<file path="src/rtl/fetch_stage.sv">
// Fetch stage: PC register plus IF/ID pipeline register for the 64-bit core.
// Optional alignment/range fault detection is compiled in with FETCH_ALIGN_CHECK_EN.
module fetch_stage #(
    parameter logic [63:0] RESET_PC   = 64'h0,
    parameter logic [31:0] HALT_WORD  = 32'h0000_0000,
    parameter int unsigned IMEM_BYTES = 64
) (
    input  logic        clk,
    input  logic        reset,
    input  logic        stall,
    input  logic        branch_taken,
    input  logic [63:0] branch_target,
    input  logic [31:0] imem_instruction,
    output logic [63:0] imem_addr,
    output logic [63:0] ifid_pc,
    output logic [31:0] ifid_instruction,
    output logic        ifid_valid,
    output logic        halted,
    output logic [31:0] fetch_count
`ifdef FETCH_ALIGN_CHECK_EN
    ,
    output logic        fetch_fault
`endif
);

    // A memory smaller than one word could never supply an instruction.
    if (IMEM_BYTES < 4) begin : g_imem_too_small
        $error("IMEM_BYTES must cover at least one instruction word");
    end

    typedef enum logic [1:0] {
        RUN    = 2'd0,
        HALTED = 2'd1
`ifdef FETCH_ALIGN_CHECK_EN
        ,
        FAULT  = 2'd2
`endif
    } state_t;

    state_t      state_reg, state_next;
    logic [63:0] pc_reg, pc_next;
    logic [63:0] ifid_pc_reg, ifid_pc_next;
    logic [31:0] ifid_instruction_reg, ifid_instruction_next;
    logic        ifid_valid_reg, ifid_valid_next;
    logic [31:0] fetch_count_reg, fetch_count_next;

`ifdef FETCH_ALIGN_CHECK_EN
    logic bad_fetch;
    // Extra top bit keeps pc+4 near 2^64 from wrapping into a small, legal-looking value.
    assign bad_fetch = (pc_reg[1:0] != 2'b00) ||
                       (({1'b0, pc_reg} + 65'd4) > 65'(IMEM_BYTES));
`endif

    always_comb begin
        state_next            = state_reg;
        pc_next               = pc_reg;
        ifid_pc_next          = ifid_pc_reg;
        ifid_instruction_next = ifid_instruction_reg;
        ifid_valid_next       = ifid_valid_reg;
        fetch_count_next      = fetch_count_reg;

`ifdef FETCH_ALIGN_CHECK_EN
        if (state_reg == FAULT) begin
            ifid_valid_next = 1'b0;
        end else
`endif
        if (branch_taken) begin
            // Redirect squashes whatever was fetched from the wrong path.
            pc_next         = branch_target;
            ifid_valid_next = 1'b0;
            state_next      = RUN;
        end else if (state_reg == HALTED) begin
            ifid_valid_next = 1'b0;
        end else if (stall) begin
            ifid_valid_next = ifid_valid_reg;
`ifdef FETCH_ALIGN_CHECK_EN
        end else if (bad_fetch) begin
            ifid_valid_next = 1'b0;
            state_next      = FAULT;
`endif
        end else if (imem_instruction == HALT_WORD) begin
            ifid_valid_next = 1'b0;
            state_next      = HALTED;
        end else begin
            ifid_pc_next          = pc_reg;
            ifid_instruction_next = imem_instruction;
            ifid_valid_next       = 1'b1;
            pc_next               = pc_reg + 64'd4;
            fetch_count_next      = fetch_count_reg + 32'd1;
        end
    end

    always_ff @(posedge clk) begin
        if (reset) begin
            state_reg            <= RUN;
            pc_reg               <= RESET_PC;
            ifid_pc_reg          <= 64'h0;
            ifid_instruction_reg <= 32'h0;
            ifid_valid_reg       <= 1'b0;
            fetch_count_reg      <= 32'h0;
        end else begin
            state_reg            <= state_next;
            pc_reg               <= pc_next;
            ifid_pc_reg          <= ifid_pc_next;
            ifid_instruction_reg <= ifid_instruction_next;
            ifid_valid_reg       <= ifid_valid_next;
            fetch_count_reg      <= fetch_count_next;
        end
    end

    assign imem_addr        = pc_reg;
    assign ifid_pc          = ifid_pc_reg;
    assign ifid_instruction = ifid_instruction_reg;
    assign ifid_valid       = ifid_valid_reg;
    assign halted           = (state_reg == HALTED);
    assign fetch_count      = fetch_count_reg;
`ifdef FETCH_ALIGN_CHECK_EN
    assign fetch_fault      = (state_reg == FAULT);
`endif

endmodule

</file>
<file path="config.mk">
export PLATFORM = sky130hd
export DESIGN_NAME = fetch_stage
export DESIGN_NICKNAME = d
export VERILOG_FILES = /design/src/rtl/fetch_stage.sv
export SDC_FILE = /design/constraint.sdc
export NUM_CORES = 1
export LEC_CHECK = 0
export BUFFER_PORTS_ARGS = -buffer_cell sky130_fd_sc_hd__buf_2
export CORE_MARGIN = 3
export CORE_UTILIZATION = 40
export CTS_CLUSTER_DIAMETER = 40
export DETAILED_ROUTE_END_ITERATION = 16
export PLACE_DENSITY = 0.66
export SYNTH_ARGS = -nofsm -noshare
export SYNTH_HDL_FRONTEND = slang
export SYNTH_SLANG_ARGS = --single-unit
</file>
<file path="constraint.sdc">
create_clock -name clk -period 3.15 [get_ports clk]
set_clock_uncertainty 0.1 [all_clocks]
set_input_delay 0.63 -clock clk [delete_from_list [all_inputs] [get_ports clk]]
set_output_delay 0.63 -clock clk [all_outputs]
set_load 0.03 [all_outputs]
</file>
==> flow_summary_export.csv <==
group,metric,value,unit
clock_network,ctsHoldBuffers,0,
sta,rsz0062_at_grt,"no",
synthesis,ys_ff_latch,194,
pwr,combPwrFrac,13.0,%
sta,hold_ws,0.330,ns
floorplanning,io_pins,294,
sta,finalSetupViolCount,0,
sta,max_slew_margin,32.4,%
hold_path,hp-start,"branch_target[1]",
sta,max_freq,378,MHz
global_route,grt_max_degree,130,
flow_run,maxCapViolCount,0,
placement,place_congestion,0.826,
synthesis,yosysUniqueCellTypes,54,
sta,worst_pin_slew,1.01,ns
worst_setup_path,path_cells,"nand4_1 -> nor4_2 -> nand3_1 -> or4_1 -> a311oi_1",
worst_setup_path,critical_path_class,"reg -> reg",
global_route,grt_pass1_vias,8792,
pwr,clkPwrFrac,39.7,%
clock_network,clkTransAtPathRegs,0.08,ns
synthesis,synthesis.nets,1262,
outcome,status,"complete, no violations",
worst_setup_path,path_max_fanout,10,
pwr,p_int,4000,uW
clock_network,postCtsSetupBuffers,0,
synthesis,syn_inst,1160,
sta,slew_violations,0,
worst_setup_path,slowest_stage,"or4_1",
routing,drtIter0Drc,597,
cells_and_area,multi_input_area,4790,sq um
worst_setup_path,cp-end-kind,"register",
cells_and_area,fin_cells,1719,
worst_setup_path,ff2ff_path_depth,5,
cells_and_area,fillers,2168,
clock_network,numCtsBuffers,17,
global_route,grt_overflow,0,
floorplanning,rows,54,
cells_and_area,drive_above_1_share,25.9,%
global_route,antenna_found_initial,4,
floorplanning,core-area,22100,sq um
worst_setup_path,path_depth,5,
pwr,peakVddDrop,0.288,mV
worst_setup_path,required,3.40,ns
clock_network,cts_tree,"done",
routing,finalWirelength,30.5,mm
routing,num_vias,9734,
clock_network,clk_latency,0.44,ns
sta,period_share,83.9,%
cells_and_area,seqCellArea,3880,sq um
pwr,total_power,5660,uW
floorplanning,die-area,24600,sq um
routing,post_drt_wl_per_cell,17.7,um
synthesis,syn_area,9100,sq um
floorplanning,die_w,157,um
sta,tns,0,ns
synthesis,synth-edff-count,0,
floorplanning,start_util,41.2,%
sta,hold_viol,0,
floorplanning,die_y,157,um
sta,layout_min_cycle_time,2.64,ns
cells_and_area,nNetsFinal,1528,
hold_path,worstHoldPathType,"in -> reg",
clock_network,cts_root_buffer,"clkbuf_16",
worst_setup_path,crit-reg2reg-capture,"imem_addr[47]",
worst_setup_path,arrival,2.90,ns
synthesis,syn_avg_cell_area,7.85,sq um
worst_setup_path,cpLargestDelayFamily,"simple AND/OR/NAND/NOR gates",
global_route,grt_pass1_wl,47.1,mm
worst_setup_path,r2r-start,"imem_addr[34]",
worst_setup_path,path_buf_inv,0,
placement,portBuffers,293,
clock_network,cts.repair.resized,0,
synthesis,synth_ff_type,"dfxtp_1",
routing,ant_nets,0,
pwr,power.static_leakage,0.00460,uW
synthesis,ys_async_sr_fraction,0,%
worst_setup_path,rrSetupSlack,0.51,ns
worst_setup_path,cp-start-kind,"register",
routing,drc,0,
pwr,switching_share,29.4,%
cells_and_area,syn_to_final_growth,26.5,%
hold_path,holdPathStages,3,
synthesis,ys_seq_area_share,42.7,%
clock_network,cts.sinks,194,
worst_setup_path,max_stage_delay,0.51,ns
routing,via_per_inst,5.66,
routing,firstDrtPassIters,5,
pwr,power.density,492,nW/um^2
pwr,switchingPower,1660,uW
clock_network,htreeDepth,4,
global_route,grt_use_total,23.8,%
placement,place_inst,1687,
synthesis,yosys_warnings,0,
pwr,seqPwrFrac,47.3,%
placement,place_hpwl,21.9,mm
clock_network,clockBufferDepth,2,
hold_path,whs_endpoint,"imem_addr[1]",
cells_and_area,insertedDiodeCount,0,
==> worst max path at each step <==
| stage | start | to | slack (ns) |
|---|---|---|---|
| after detailed placement | imem_instruction[18] | imem_addr[50] | 0.26 |
| after CTS | imem_addr[33] | imem_addr[51] | 0.51 |
| after global placement | imem_instruction[18] | imem_addr[50] | 0.26 |
| final | imem_addr[34] | imem_addr[47] | 0.51 |
| after floorplan | branch_taken | ifid_pc[28] | 0.66 |
| after global routing | imem_addr[33] | imem_addr[51] | 0.27 |
==> cell type report <==
type                            count  area share (%)
Multi-Input combinational cell    853            41.6
Sequential cell                   194            33.7
Timing Repair Buffer              324            15.2
Clock buffer                       19            3.85
Tap cell                          280            3.04
Clock inverter                     13            1.30
Inverter                           36            1.17
==> power groups by stage <==
stage,clock network [uW],logic [uW],registers (uW)
after global routing,2380,796,2700
after detailed placement,0,737,2740
final,2250,735,2680
after CTS,2280,738,2680
after floorplan,0,268,2900
after global placement,0,730,2730
==> tightest hold or removal path, delay by kind of cell <==
family,cells,cell delay [ns]
mux,1,0.05
buf+inv,1,0.07
simple gates,1,0.08
==> cells in the mapped netlist, drive strengths merged (4+ instances only) <==
master / count / share of area (%)
or3: 29 / 2.0
o31ai: 22 / 1.8
nand3: 30 / 1.6
nand2: 241 / 10
and3: 12 / 0.82
o211ai: 14 / 1.3
a311oi: 30 / 2.9
or2: 4 / 0.27
nor3: 23 / 1.4
and4: 13 / 1.3
o21ai: 32 / 1.8
buf: 21 / 1.1
xor2: 8 / 0.77
o2111ai: 12 / 1.2
inv: 36 / 1.5
o31a: 10 / 0.96
a211oi: 7 / 0.58
nor4: 25 / 2.0
nand4: 35 / 2.8
a2111oi: 18 / 1.7
nor3b: 6 / 0.49
dfxtp: 194 / 43
clkbuf: 56 / 2.3
nor2: 79 / 3.3
a21oi: 131 / 7.2
or4: 20 / 1.6
and2: 5 / 0.34
o21a: 7 / 0.58
xnor2: 9 / 0.87
nor2b: 6 / 0.41
==> through the flow <==
| step | utilization, % | instance area [sq um] | worst slack [ns] |
|---|---|---|---|
| 6_report | 52.1 | 11500 | 0.506 |
| 5_1_grt | 52.1 | 11500 | 0.265 |
| 4_1_cts | 52.1 | 11500 | 0.508 |
| 3_5_place_dp | 49.4 | 10900 | 0.256 |
| 3_3_place_gp | 49.4 | 10900 | 0.265 |
| 2_1_floorplan | - | 9100 | 0.663 |
==> cell families after synthesis <==
| family | share of synthesized area, % |
|---|---|
| simple gates | 29.1 |
| mux | 0.330 |
| buf+inv | 4.87 |
| xor+xnor | 1.64 |
| compound gates | 21.1 |
| flops | 42.7 |
| fa+ha+maj | 0.275 |
==> cells in the final DEF, fill, tap and decap left out, types with 27 or more instances in the layout <==
| master | synthesis | layout |
|---|---|---|
| buf_4 | 0 | 27 |
| nand2_1 | 240 | 240 |
| nand3_1 | 30 | 30 |
| nand4_1 | 32 | 32 |
| or3_1 | 29 | 29 |
| a311oi_1 | 30 | 30 |
| o21ai_0 | 30 | 30 |
| inv_1 | 36 | 35 |
| nor2_1 | 79 | 79 |
| a21oi_1 | 131 | 130 |
| dfxtp_1 | 194 | 194 |
| buf_2 | 15 | 292 |
==> routing by layer <==
layer,vias up,part of all wire [%],global-route usage (%)
met5,-,0.14,0
met4,8,2.5,8.00
met3,56,7.9,6.33
met2,356,46,37.7
met1,4575,43,31.3
li1,4739,-,-
(Power assumes the default switching activity.)
